$ cat config.mk
export PLATFORM = sky130hd
export DESIGN_NAME = tick_generator
export DESIGN_NICKNAME = d
export VERILOG_FILES = /design/src/rtl/tick_generator.sv
export SDC_FILE = /design/constraint.sdc
export NUM_CORES = 1
export LEC_CHECK = 0
export CORE_ASPECT_RATIO = 0.6
export CORE_MARGIN = 3
export CORE_UTILIZATION = 57
export CTS_CLUSTER_SIZE = 14
export DETAILED_ROUTE_END_ITERATION = 12
export GPL_TIMING_DRIVEN = 0
export HOLD_SLACK_MARGIN = 0.03
export PLACE_DENSITY = 0.95
export RECOVER_POWER = 50
export SETUP_SLACK_MARGIN = 0.2
export SLEW_MARGIN = 10
export SYNTH_ARGS = -nofsm -noshare
export SYNTH_HDL_FRONTEND = slang
export SYNTH_SLANG_ARGS = --single-unit
$ cat constraint.sdc
create_clock -name CLOCK_50 -period 9.75 [get_ports CLOCK_50]
set_input_delay 1.95 -clock CLOCK_50 [delete_from_list [all_inputs] [get_ports CLOCK_50]]
set_output_delay 1.95 -clock CLOCK_50 [all_outputs]
set_load 0.01 [all_outputs]
$ cat src/rtl/tick_generator.sv
// Programmable tick generator: periodic or one-shot single-cycle pulses every
// `period` clocks, with a wrapping count of emitted ticks.
module tick_generator #(
  parameter int WIDTH          = 26,
  parameter int DEFAULT_PERIOD = 150000,
  parameter int CNT_WIDTH      = 8
) (
  input  logic                 CLOCK_50,
  input  logic                 reset,
  input  logic                 enable,
  input  logic                 mode,
  input  logic                 start,
  input  logic                 period_load,
  input  logic [WIDTH-1:0]     period_in,
  output logic                 tick,
  output logic                 busy,
  output logic [CNT_WIDTH-1:0] tick_count,
  output logic [WIDTH-1:0]     period
);

  typedef enum logic {IDLE, RUN} state_t;

  localparam logic [WIDTH-1:0]     ONE     = WIDTH'(1);
  localparam logic [CNT_WIDTH-1:0] CNT_ONE = CNT_WIDTH'(1);
  localparam logic [WIDTH-1:0]     DEF_P   = WIDTH'(DEFAULT_PERIOD);

  state_t               state_q, state_d;
  logic [WIDTH-1:0]     count_q, count_d;
  logic [WIDTH-1:0]     period_q, period_d;
  logic                 tick_q, tick_d;
  logic [CNT_WIDTH-1:0] tick_count_q, tick_count_d;
  logic                 mode_q, mode_d;
  logic                 mode_seen_q, mode_seen_d;
  logic                 mode_change;
  logic                 terminal;

  // mode_seen_q masks the first post-reset cycle so the reset value of
  // mode_q never looks like a mode change.
  assign mode_change = mode_seen_q && (mode != mode_q);
  assign terminal    = (count_q == (period_q - ONE));

  always_comb begin
    state_d      = state_q;
    count_d      = count_q;
    period_d     = period_q;
    tick_d       = 1'b0;
    tick_count_d = tick_count_q;
    mode_d       = mode;
    mode_seen_d  = 1'b1;

    if (mode_change) begin
      count_d = '0;
      state_d = IDLE;
    end else if (period_load) begin
      period_d = (period_in == '0) ? ONE : period_in;
      count_d  = '0;
      if (mode && start) state_d = RUN;
    end else if (mode) begin
      if (start) begin
        count_d = '0;
        state_d = RUN;
      end else if ((state_q == RUN) && enable) begin
        if (terminal) begin
          tick_d       = 1'b1;
          tick_count_d = tick_count_q + CNT_ONE;
          count_d      = '0;
          state_d      = IDLE;
        end else begin
          count_d = count_q + ONE;
        end
      end
    end else begin
      // Periodic: leaving RUN keeps count so a resume continues mid-period.
      case (state_q)
        IDLE: if (enable) state_d = RUN;
        RUN: begin
          if (!enable) begin
            state_d = IDLE;
          end else if (terminal) begin
            tick_d       = 1'b1;
            tick_count_d = tick_count_q + CNT_ONE;
            count_d      = '0;
          end else begin
            count_d = count_q + ONE;
          end
        end
        default: state_d = IDLE;
      endcase
    end
  end

  always_ff @(posedge CLOCK_50 or posedge reset) begin
    if (reset) begin
      state_q      <= IDLE;
      count_q      <= '0;
      period_q     <= DEF_P;
      tick_q       <= 1'b0;
      tick_count_q <= '0;
      mode_q       <= 1'b0;
      mode_seen_q  <= 1'b0;
    end else begin
      state_q      <= state_d;
      count_q      <= count_d;
      period_q     <= period_d;
      tick_q       <= tick_d;
      tick_count_q <= tick_count_d;
      mode_q       <= mode_d;
      mode_seen_q  <= mode_seen_d;
    end
  end

  assign tick       = tick_q;
  assign busy       = (state_q == RUN);
  assign tick_count = tick_count_q;
  assign period     = period_q;

endmodule

==> flow_metrics.tcl <==
set metrics [dict create \
    status "finished with violations" \
    violations "capacitance limit, slew limit" \
    critPathTopFamily "simple AND/OR/NAND/NOR gates" \
    place_congestion 0.9066 \
    synth-seq-cells 64 \
    synth-compound-area-share_pct 8.151 \
    cts_root_buf "clkbuf_16" \
    syn-num-nets 441 \
    synth_top_cell_by_area "dfrtp_1" \
    vias 3676 \
    skew_ps 5.208 \
    syn_avg_cell_area_um2 9.566 \
    fin_crit_sh_pct 43.59 \
    grt_max_degree 65 \
    clock_sinks 64 \
    synth-simple-area-share_pct 26.00 \
    dp_cells 557 \
    die-height_um 69.94 \
    antenna_found_initial 0 \
    hp-start "tick_count[4]" \
    yosysSeqAreaShare_pct 41.49 \
    critPathBufInv 4 \
    timing.rr.start "period[0]" \
    fin_area_um2 4942 \
    ctsHoldBuffers 0 \
    drive_gt1_share_pct 11.86 \
    io_pins 68 \
    area_growth_syn_to_layout_pct 27.26 \
    cts.clk_slew.worst_paths_ps 50 \
    die_width_um 112.6 \
    maxCapViolCount 1 \
    numPortBuffers 67 \
    cts_tree "yes" \
    start_util_pct 61.08 \
    synthMuxAreaShare_pct 6.765 \
    whs_ps 485.8 \
    power_density_nw_per_um2 158.3 \
    grt_pass1_vias 3696 \
    rsz0062_at_grt "no" \
    max_freq_mhz 235.3 \
    grt_overflow 0 \
    hold_violations 0 \
    drt_iter0_drc 467 \
    crit_arrival_ps 4460 \
    cts-resized-gates 0 \
    first_pass_iters 5 \
    layout.cells.non_filler 573 \
    synth_area_um2 3884 \
    core_um2 6359 \
    drv_slew 65 \
    yosys.area_share.xor_xnor_pct 12.85 \
    dp_hpwl_um 7864 \
    clock_path_buffers 2 \
    synth_top_family_by_area "simple AND/OR/NAND/NOR gates" \
    drc 0 \
    synth_cells 406 \
    cts_buffers 9 \
    critPathLaunch "period[0]" \
    relSlewSlack_pct -87.69 \
    fin_tns_setup_ps 0 \
    die-area_um2 7873 \
    yosysWarnings 0 \
    slowest_delay_ps 620 \
    wl_um 11210 \
    cts_setup_buffers 0 \
    tightest_slew_ps 2800 \
    worstSkewPairLatency_ps 330 \
    hp-class "reg -> reg" \
    cellLeakagePower_nw 1.884 \
    ys_top_cells_by_area "dfrtp_1 36%, xnor2_1 7.4%, mux2_2 6.4%" \
    finalPower_mw 0.7821 \
    synth_top_cell_area_share_pct 36.08 \
    synthAdderAreaFrac_pct 0.9665 \
    layout_commonest_cell "dfrtp_1" \
    n_antenna_cell 0 \
    endpoint_kind "register" \
    ir_drop_mv 0.1054 \
    htreeDepth 3 \
    worstPathRequired_ps 9960 \
    setup_viol 0 \
    routed_via_density 6.415 \
    finalNetCount 519 \
    grt.total_usage_pct 30.31 \
    crit_chain "inv_1, ha_1, or4b_1, or4_1, nor3_1, a21oi_1, or4b_1, nor4b_1, and4b_1, buf_6, buf_12, buf_12, nand4_1, xnor2_1" \
    wl_per_cell_um 19.57 \
    final_cell_mix "56 x dfrtp_1, 49 x clkdlybuf4s50_1, 33 x nand2_1, 33 x xnor2_1, 31 x nor2_1" \
    synthDistinctLibCells 53 \
    core.rowCount 22 \
    cp-start-kind "register" \
    worstSetupPathType "reg -> reg" \
    grt_first_pass_wirelength_um 19090 \
    path_max_fanout 10 \
    detail-route-antenna-nets 0 \
    fin_crit_ps 4250 \
    crit_slowest_cell "or4_1" \
    dpl-instance-area_um2 4662 \
]
==> power by group <==
group	total (mW)	internal [mW]	switching (mW)	leakage (nW)
registers	0.320	0.287	0.0325	0.821
logic	0.149	0.0781	0.0712	0.923
clock network	0.313	0.197	0.116	0.140
total	0.782	0.562	0.220	1.88
==> stage by stage <==
step / setup slack, ps / util [%]
floorplan: 6118 / -
global placement: 5175 / 73.28
detailed placement: 5602 / 73.32
CTS: 5602 / 77.75
global route: 5207 / 77.73
finish: 5500 / 77.73
==> final cells by class <==
class / count / area [µm²]
Inverter: 10 / 38.79
Clock buffer: 12 / 236.5
Sequential cell: 64 / 1612
Clock inverter: 4 / 45.04
Buffer: 16 / 105.1
Multi-Input combinational cell: 316 / 2130
Tap cell: 84 / 105.1
Fill cell: 402 / 1416
Timing Repair Buffer: 67 / 670.6
==> sequential cells by signal (all words and copies together) (netlist names) <==
name         flops
mode_seen_q      1
count_q         26
mode_q           1
busy             1
tick             1
tick_count       8
period          26
==> per-layer routing <==
metal	global-route usage (%)	wire (µm)	vias to the layer above
met5	0	0	-
met4	7.867	196	0
met3	8.485	1204	29
met2	47.31	5132	236
met1	41.69	4679	1787
li1	-	-	1624
==> kinds of logic (layout without fill, tap and decap cells) <==
group,Yosys count,count (layout)
AO/OA/AOI/OAI,49,49
XOR/XNOR,57,57
adder cells (fa/ha/maj),3,3
buffers and inverters,26,109
flip-flops,64,64
multiplexers,23,23
other,1,1
AND/OR/NAND/NOR,183,183
==> Yosys cell counts (all sizes together) <==
master	n
and2	4
a211o	1
nand3	17
ha	3
and3	6
nand4	10
nand3b	10
or3	10
nor3	13
o31a	1
a31oi	10
nor4b	2
inv	10
o41ai	2
xor2	24
or4b	3
clkbuf	11
o31ai	1
a31o	1
nand2	34
nand2b	2
a21boi	1
buf	5
a21o	2
nor2	31
nor3b	2
o21ai	12
nor2b	7
o211ai	1
a22oi	1
mux2	23
a211oi	3
o21a	2
conb	1
and4b	1
dfrtp	56
or4	15
a41o	1
xnor2	33
dfstp	8
or2	3
a21oi	10
nor4	13
==> worst reg2reg max path, cell delays in order (launching register included) <==
cell	delay, ps
dfrtp_1	460
inv_1	120
ha_1	250
or4b_1	550
or4_1	620
nor3_1	210
a21oi_1	110
or4b_1	520
nor4b_1	320
and4b_1	260
buf_6	150
buf_12	140
buf_12	130
nand4_1	140
xnor2_1	170
==> final timing paths <==
check	slack (ps)	end	depth (start not counted)
worst max-delay path	5500	tick_count[4]	14
max in group asynchronous	5630	period[9]	2
worst min register to register	490	tick_count[4]	1
min in group asynchronous	2870	mode_q	2
worst min-delay path	490	tick_count[4]	1
worst max register to register	5500	tick_count[4]	14
Note: power is estimated with default switching activity, not from simulation.
